[src/rtl/uart_word_serializer_if.sv]
// -----------------------------------------------------------------------------
// uart_word_serializer_if
// Bundles the word-side handshake and the byte-side transmitter handshake of
// uart_word_serializer, plus its status outputs.
//
// Signals:
//   in_valid, in_data, in_ready   word push handshake (in_ready == !full)
//   flush                         discard all queued words
//   msb_first                     byte order for the next word loaded
//   tx_start, tx_byte             one-cycle byte start pulse and held byte
//   tx_done_tick                  transmitter finished the current byte
//   word_done, all_done           completion pulses
//   count, empty, full, busy      FIFO occupancy and FSM status
//
// Modports:
//   master  drives the inputs of the serializer (producer + transmitter side)
//   slave   the serializer itself
// -----------------------------------------------------------------------------
interface uart_word_serializer_if #(
    parameter int WORD_BYTES = 4,
    parameter int DEPTH      = 64,
    parameter int CNT_W      = $clog2(DEPTH) + 1
);
    logic                    in_valid;
    logic [8*WORD_BYTES-1:0] in_data;
    logic                    in_ready;
    logic                    flush;
    logic                    msb_first;
    logic                    tx_start;
    logic [7:0]              tx_byte;
    logic                    tx_done_tick;
    logic                    word_done;
    logic                    all_done;
    logic [CNT_W-1:0]        count;
    logic                    empty;
    logic                    full;
    logic                    busy;

    modport master (
        output in_valid, in_data, flush, msb_first, tx_done_tick,
        input  in_ready, tx_start, tx_byte, word_done, all_done,
               count, empty, full, busy
    );

    modport slave (
        input  in_valid, in_data, flush, msb_first, tx_done_tick,
        output in_ready, tx_start, tx_byte, word_done, all_done,
               count, empty, full, busy
    );
endinterface

[src/rtl/uart_word_serializer.sv]
// -----------------------------------------------------------------------------
// uart_word_serializer
// Word-to-byte transmit buffer between the debug/instruction-load logic and
// the UART transmitter. Words are queued in a circular FIFO, loaded one at a
// time into a shift register and sent as bytes, one tx_start pulse per byte,
// paced by tx_done_tick from the transmitter.
//
// Ports:
//   clk    rising-edge clock
//   reset  asynchronous, active-high
//   bus    uart_word_serializer_if.slave (push handshake, flush, byte order,
//          byte start/done handshake, completion pulses, occupancy status)
//
// Optional feature (macro UART_SER_CHECKSUM_EN): each word is followed by one
// extra byte holding the XOR of its data bytes; word_done then follows the
// checksum byte's tx_done_tick.
// -----------------------------------------------------------------------------
module uart_word_serializer #(
    parameter int WORD_BYTES = 4,
    parameter int DEPTH      = 64,
    parameter int CNT_W      = $clog2(DEPTH) + 1
) (
    input  logic                         clk,
    input  logic                         reset,
    uart_word_serializer_if.slave        bus
);
    localparam int DW = 8 * WORD_BYTES;
    localparam int AW = $clog2(DEPTH);
`ifdef UART_SER_CHECKSUM_EN
    localparam int FRAME_BYTES = WORD_BYTES + 1;
`else
    localparam int FRAME_BYTES = WORD_BYTES;
`endif
    localparam int BC_W = $clog2(FRAME_BYTES + 1);
    localparam logic [BC_W-1:0] LAST_IDX = BC_W'(FRAME_BYTES - 1);

    typedef enum logic [1:0] {S_IDLE, S_LOAD, S_SEND, S_WAIT} state_t;

    state_t            state_q;
    logic [DW-1:0]     mem_q [DEPTH];
    logic [AW-1:0]     wr_ptr_q, rd_ptr_q;
    logic [CNT_W-1:0]  count_q, count_d;
    logic [DW-1:0]     word_q;
    logic              msb_q;
    logic [BC_W-1:0]   byte_cnt_q;
    logic              tx_start_q, word_done_q, all_done_q;
    logic [7:0]        tx_byte_q;

    logic              full, empty, push, pop, last_tick;
    logic [BC_W-1:0]   byte_sel;
    logic [7:0]        data_byte, frame_byte;

    assign full  = (count_q == CNT_W'(DEPTH));
    assign empty = (count_q == '0);

    // A full FIFO rejects the push even if a pop frees a slot this cycle.
    assign push = bus.in_valid && !full && !bus.flush;

    assign last_tick = (state_q == S_WAIT) && bus.tx_done_tick && (byte_cnt_q == LAST_IDX);

    // Flush wins over a pop: queued words are discarded, not loaded.
    assign pop = !empty && !bus.flush && ((state_q == S_IDLE) || last_tick);

    always_comb begin
        count_d = count_q;
        case ({push, pop})
            2'b10:   count_d = count_q + 1'b1;
            2'b01:   count_d = count_q - 1'b1;
            default: count_d = count_q;
        endcase
    end

    // NOTE: the storage array has no reset so it can map onto RAM; only the
    // pointers and count define which entries are valid.
    always_ff @(posedge clk) begin
        if (push) mem_q[wr_ptr_q] <= bus.in_data;
    end

    always_ff @(posedge clk or posedge reset) begin
        if (reset) begin
            wr_ptr_q <= '0;
            rd_ptr_q <= '0;
            count_q  <= '0;
        end else begin
            // Pointers are exactly AW bits wide, so increments wrap modulo DEPTH.
            if (push) wr_ptr_q <= wr_ptr_q + 1'b1;
            if (bus.flush) begin
                rd_ptr_q <= wr_ptr_q;
                count_q  <= '0;
            end else begin
                if (pop) rd_ptr_q <= rd_ptr_q + 1'b1;
                count_q <= count_d;
            end
        end
    end

    // Byte position within the word, honouring the order latched at load.
    assign byte_sel = msb_q ? (BC_W'(WORD_BYTES - 1) - byte_cnt_q) : byte_cnt_q;

    always_comb begin
        // NOTE: default assignment first so no path leaves data_byte unassigned
        // and no latch is inferred.
        data_byte = '0;
        for (int i = 0; i < WORD_BYTES; i++) begin
            if (byte_sel == BC_W'(i)) data_byte = word_q[i*8 +: 8];
        end
    end

`ifdef UART_SER_CHECKSUM_EN
    logic [7:0] csum;

    always_comb begin
        csum = '0;
        for (int i = 0; i < WORD_BYTES; i++) csum = csum ^ word_q[i*8 +: 8];
    end

    // The extra frame slot after the data bytes carries the checksum.
    assign frame_byte = (byte_cnt_q == BC_W'(WORD_BYTES)) ? csum : data_byte;
`else
    assign frame_byte = data_byte;
`endif

    // NOTE: all state below uses non-blocking assignments so every register
    // samples pre-edge values, independent of statement order.
    always_ff @(posedge clk or posedge reset) begin
        if (reset) begin
            state_q     <= S_IDLE;
            word_q      <= '0;
            msb_q       <= 1'b0;
            byte_cnt_q  <= '0;
            tx_start_q  <= 1'b0;
            tx_byte_q   <= '0;
            word_done_q <= 1'b0;
            all_done_q  <= 1'b0;
        end else begin
            tx_start_q  <= 1'b0;
            word_done_q <= 1'b0;
            all_done_q  <= 1'b0;
            case (state_q)
                S_IDLE: begin
                    if (pop) begin
                        word_q     <= mem_q[rd_ptr_q];
                        msb_q      <= bus.msb_first;
                        byte_cnt_q <= '0;
                        state_q    <= S_LOAD;
                    end
                end
                S_LOAD: state_q <= S_SEND;
                S_SEND: begin
                    tx_byte_q  <= frame_byte;
                    tx_start_q <= 1'b1;
                    state_q    <= S_WAIT;
                end
                S_WAIT: begin
                    if (bus.tx_done_tick) begin
                        if (byte_cnt_q != LAST_IDX) begin
                            byte_cnt_q <= byte_cnt_q + 1'b1;
                            state_q    <= S_SEND;
                        end else begin
                            word_done_q <= 1'b1;
                            all_done_q  <= (empty || bus.flush) && !push;
                            if (pop) begin
                                word_q     <= mem_q[rd_ptr_q];
                                msb_q      <= bus.msb_first;
                                byte_cnt_q <= '0;
                                state_q    <= S_LOAD;
                            end else begin
                                state_q <= S_IDLE;
                            end
                        end
                    end
                end
                default: state_q <= S_IDLE;
            endcase
        end
    end

    assign bus.in_ready  = !full;
    assign bus.tx_start  = tx_start_q;
    assign bus.tx_byte   = tx_byte_q;
    assign bus.word_done = word_done_q;
    assign bus.all_done  = all_done_q;
    assign bus.count     = count_q;
    assign bus.empty     = empty;
    assign bus.full      = full;
    assign bus.busy      = (state_q != S_IDLE);
endmodule
[src/flat_wrapper.sv]
// flat-port wrapper written by rule: the top's interface ports become plain ports
module uart_word_serializer_flat 
#(
    parameter int WORD_BYTES = 4,
    parameter int DEPTH      = 64,
    parameter int CNT_W      = $clog2(DEPTH) + 1
)
  (clk, reset, bus_in_valid, bus_in_data, bus_flush, bus_msb_first, bus_tx_done_tick, bus_in_ready, bus_tx_start, bus_tx_byte, bus_word_done, bus_all_done, bus_count, bus_empty, bus_full, bus_busy);
  uart_word_serializer_if #(.WORD_BYTES(WORD_BYTES), .DEPTH(DEPTH), .CNT_W(CNT_W)) bus_i ();
  input  logic clk;
  input  logic reset;
  input wire logic [$bits(bus_i.in_valid)-1:0] bus_in_valid;
  input wire logic [$bits(bus_i.in_data)-1:0] bus_in_data;
  input wire logic [$bits(bus_i.flush)-1:0] bus_flush;
  input wire logic [$bits(bus_i.msb_first)-1:0] bus_msb_first;
  input wire logic [$bits(bus_i.tx_done_tick)-1:0] bus_tx_done_tick;
  output wire logic [$bits(bus_i.in_ready)-1:0] bus_in_ready;
  output wire logic [$bits(bus_i.tx_start)-1:0] bus_tx_start;
  output wire logic [$bits(bus_i.tx_byte)-1:0] bus_tx_byte;
  output wire logic [$bits(bus_i.word_done)-1:0] bus_word_done;
  output wire logic [$bits(bus_i.all_done)-1:0] bus_all_done;
  output wire logic [$bits(bus_i.count)-1:0] bus_count;
  output wire logic [$bits(bus_i.empty)-1:0] bus_empty;
  output wire logic [$bits(bus_i.full)-1:0] bus_full;
  output wire logic [$bits(bus_i.busy)-1:0] bus_busy;
  assign bus_i.in_valid = bus_in_valid;
  assign bus_i.in_data = bus_in_data;
  assign bus_i.flush = bus_flush;
  assign bus_i.msb_first = bus_msb_first;
  assign bus_i.tx_done_tick = bus_tx_done_tick;
  assign bus_in_ready = bus_i.in_ready;
  assign bus_tx_start = bus_i.tx_start;
  assign bus_tx_byte = bus_i.tx_byte;
  assign bus_word_done = bus_i.word_done;
  assign bus_all_done = bus_i.all_done;
  assign bus_count = bus_i.count;
  assign bus_empty = bus_i.empty;
  assign bus_full = bus_i.full;
  assign bus_busy = bus_i.busy;
  uart_word_serializer #(.WORD_BYTES(WORD_BYTES), .DEPTH(DEPTH), .CNT_W(CNT_W)) u_core (.clk(clk), .reset(reset), .bus(bus_i));
endmodule
[config.mk]
export PLATFORM = sky130hd
export DESIGN_NAME = uart_word_serializer_flat
export DESIGN_NICKNAME = d
export VERILOG_FILES = /design/src/rtl/uart_word_serializer_if.sv /design/src/rtl/uart_word_serializer.sv /design/src/flat_wrapper.sv
export SDC_FILE = /design/constraint.sdc
export NUM_CORES = 2
export LEC_CHECK = 0
export CORE_MARGIN = 2
export CORE_UTILIZATION = 50
export CTS_CLUSTER_SIZE = 20
export DETAILED_ROUTE_END_ITERATION = 8
export GPL_TIMING_DRIVEN = 0
export PLACE_DENSITY = 0.79
export SLEW_MARGIN = 20
export SYNTH_ARGS = -nofsm -noshare
export SYNTH_HDL_FRONTEND = slang
export SYNTH_SLANG_ARGS = --single-unit
[constraint.sdc]
create_clock -name clk -period 3.5 [get_ports clk]
set_input_delay 1.05 -clock clk [delete_from_list [all_inputs] [get_ports clk]]
set_output_delay 1.05 -clock clk [all_outputs]
set_load 0.01 [all_outputs]
==> results.toml <==
[placement]
place_area_mm2 = 0.08909
io_buffers = 59
place_congestion = 0.9766
hpwlAfterDp_mm = 169.8

[die]
start_util_pct = 50.23
dieHeight_um = 407.9
dieArea_mm2 = 0.1664
core-area_mm2 = 0.1624
die_w_um = 407.9
ioPinCount = 60
rows = 148

[worst_setup_path]
worstPathMaxFanout = 10
r2r_start = "u_core.rd_ptr_q[0]"
worstSetupPathType = "flop to flop"
cp_cell_sequence = "buf_2, buf_4, buf_6, buf_4, buf_4, buf_4, mux2i_1, a22oi_1, nand3_1, nand2_1"
max_stage_delay_ps = 670
startpoint_type = "flop"
crit_start = "u_core.rd_ptr_q[0]"
crit_top_cell = "buf_4"
crit_required_ps = 4240
crit_slowest_cell = "mux2i_1"
cp.arrival_ps = 4400
critPathCaptureType = "flop"

[clock_network]
cts_tree = "done"
root_buffer = "clkbuf_16"
clk_path_buf_depth = 3
htreeDepth = 4
cts_buffers = 199
insertion_delay_ps = 870
cts.clk_slew.worst_paths_ps = 70
cts.sinks = 2116

[power_and_ir_drop]
p_leak_uw = 0.03063
total_power_uw = 70970
power.density_mw_per_mm2 = 735.0
peakVddDrop_mv = 0.6487

[status]
violations = "DRC, setup timing"
outcome = "complete, but fails checks"

[timing]
setup-tns-final_ps = -1291
setup_slack_ps = -153.6
whs_ps = 497.5
finalMaxSlewViolations = 0
worst_pin_slew_ps = 1297
period_needed_ps = 3654
setup_viol = 21
maxSlewHeadroom_pct = 13.55
timing.fmax_mhz = 273.7
finalClockSkew_ps = 48.44
period_share_pct = 104.4
hold_violations = 0

[synthesis]
ys_async_sr_fraction_pct = 3.214
yosys_warnings = 0
synthFlopType = "edfxtp_1"
synth-seq-cells = 2116
synthAdderAreaFrac_pct = 0.07669
synth_edf_count = 2048
synthesis.area_mm2 = 0.08157
synth_cells = 3737
syn_area_per_cell_um2 = 21.83
yosys.area_share.simple_pct = 2.534
synthXorXnorAreaFrac_pct = 0.09663
synth_top_family_by_area = "multiplexers"
synth_cell_types = 61
muxShareOfSynthArea_pct = 16.22
synth_compound_area_share_pct = 2.341
syn-num-nets = 3780
ys_seq_area_share_pct = 77.48

[worst_hold_path]
hold_path_class = "flop to flop"
min-delay-start = "u_core.word_q[30]"

[layout]
fin_area_mm2 = 0.09655
fillerInstances = 10618
area_growth_pct = 18.37
final_core_util_pct = 59.45
layout.nets = 4253
drive_above_1_share_pct = 30.68

[global_routing]
antenna_found_initial = 23
grt-ovfl-total = 0
grt_pass1_vias = 45535
grt_pass1_wl_mm = 364.9
grt_max_degree = 65
track_usage_pct = 32.11

[drt]
vias = 46900
first_iter_violations = 9786
ant_nets = 0
route.detailed.drc = 1
drt-pass1-iter-count = 9
routedWlPerCell_um = 41.13
vias_per_cell = 7.146
finalWirelength_mm = 269.9

[flow_run]
cap_viol_max_count = 0
logic make-up after synthesis:
kind of cell	Yosys count
buffers and inverters	219
adders and majority gates	5
and+or+nand+nor	422
muxes	685
DFF	2116
AOI/OAI and AO/OA	281
xor gates and xnor gates	9
registers in the layout, indices dropped and copies added, names as in the netlist:
name and flops:
u_core.bus.all_done 1, u_core.bus.count 7, u_core.bus.tx_byte 8, u_core.bus.tx_start 1, u_core.bus.word_done 1, u_core.byte_cnt_q 3
u_core.mem_q 2048, u_core.msb_q 1, u_core.rd_ptr_q 6, u_core.state_q 2, u_core.word_q 32, u_core.wr_ptr_q 6
metrics by stage:
| stage | instances | worst slack, ps |
|---|---|---|
| floorplan | 3737 | -321.2 |
| global placement | 5971 | -4035 |
| detailed placement | 6132 | -1632 |
| CTS | 6546 | -77.84 |
| global route | 6555 | -5.823 |
| finish | 6563 | -153.6 |
worst max-delay path: cells and delay by family (launching register included):
family                 cells  cell delay (ps)
multiplexers               1              670
flip-flops                 1              390
AO/OA/AOI/OAI              1              210
buffers and inverters      6             2010
AND/OR/NAND/NOR            2              220
report_power, final:
group	internal, uW	switching (uW)	total [uW]	leakage [uW]
logic	7520	12800	20300	0.00822
clock network	11900	9660	21600	0.00314
registers	28500	589	29000	0.0193
layer usage:
layer  share of wire, %  vias up  global-route usage [%]
met3                 18     1367                   15.20
met1                 31    23630                   38.94
met4                8.2       42                   20.15
li1                   -    16741                       -
met2                 43     5120                   46.40
met5               0.21        -                  0.8046
area by class of cell:
cell class	count	area, um2	share of cell area (%)
antenna	11	27.53	0.02851
buffer	207	1249	1.293
clock buffer	259	5255	5.443
clock inverter	109	1185	1.227
inverter	11	43.79	0.04535
multi-input combinational	1402	18010	18.65
sequential	2116	63200	65.46
tap	2175	2721	2.818
timing repair buffer	273	4857	5.031
synthesized netlist by cell type, drive strengths merged, types with 3 or more instances:
master  count  area (um2)
xor2        4       35.03
inv        11       41.29
nand2b     12       75.07
clkbuf     59       222.7
nand3b      4       42.54
mux2i     151        1511
o21ai      26       133.9
o22ai      32       200.2
or3         6       37.54
nand4      26       162.7
nand3      91       473.0
a21oi      61       305.3
nor2b      38       237.7
nor3       23       115.1
a211oi     29       217.7
dfrtp      68        1702
a22o       12       105.1
ha          5       62.56
a31oi      13       81.33
xnor2       5       43.79
a311oi      5       43.79
and2        4       25.02
nor4       10       77.57
a22oi      74       555.5
or2         3       18.77
nand2     102       382.9
a32oi       6       52.55
mux2       27       304.0
edfxtp   2048       61500
mux4      507       11420
buf       149       755.7
nor2       96       360.4
a221o      10       100.1
cells in the final DEF, fill, tap and decap left out, types with 10 or more instances in the layout:
| cell type | netlist | layout |
|---|---|---|
| edfxtp_1 | 2048 | 2048 |
| mux4_2 | 507 | 507 |
| clkbuf_16 | 0 | 199 |
| mux2i_1 | 151 | 148 |
| nand2_1 | 102 | 96 |
| buf_4 | 15 | 91 |
| clkbuf_1 | 58 | 88 |
| buf_16 | 0 | 88 |
| nand3_1 | 89 | 83 |
| buf_12 | 0 | 82 |
| buf_2 | 106 | 79 |
| a22oi_1 | 74 | 71 |
| nor2_4 | 0 | 66 |
| dfrtp_1 | 68 | 65 |
| a21oi_1 | 61 | 53 |
| clkinv_2 | 0 | 38 |
| nor2b_1 | 38 | 37 |
| o22ai_1 | 32 | 32 |
| clkbuf_2 | 1 | 29 |
| nor2_1 | 96 | 29 |
| clkinv_1 | 0 | 29 |
| a211oi_1 | 29 | 28 |
| clkbuf_4 | 0 | 26 |
| nand4_1 | 26 | 26 |
| mux2_2 | 26 | 26 |
| o21ai_0 | 25 | 25 |
| clkdlybuf4s50_1 | 0 | 25 |
| nor3_1 | 23 | 22 |
| bufinv_16 | 0 | 17 |
| nand2b_1 | 12 | 12 |
| a31oi_1 | 13 | 12 |
| a22o_1 | 12 | 12 |
| diode_2 | 0 | 11 |
| buf_6 | 1 | 11 |
| a221o_1 | 10 | 10 |
repair_timing:
item                       4_1_cts  5_1_grt
setup buffers                   47        6
pin swaps                       30        4
hold buffers                     0        0
setup endpoints to repair     2068      606
gates resized for setup        102       81
worst paths after layout:
check	to	slack, ps	depth (start not counted)
min in group asynchronous	u_core.word_q[26]	720	2
setup reg to reg	u_core.word_q[24]	-150	10
max in group asynchronous	u_core.bus.count[3]	2130	3
hold / removal	u_core.word_q[30]	500	1
hold reg to reg	u_core.word_q[30]	500	1
setup / recovery	u_core.word_q[24]	-150	10
(Power assumes the default switching activity.)
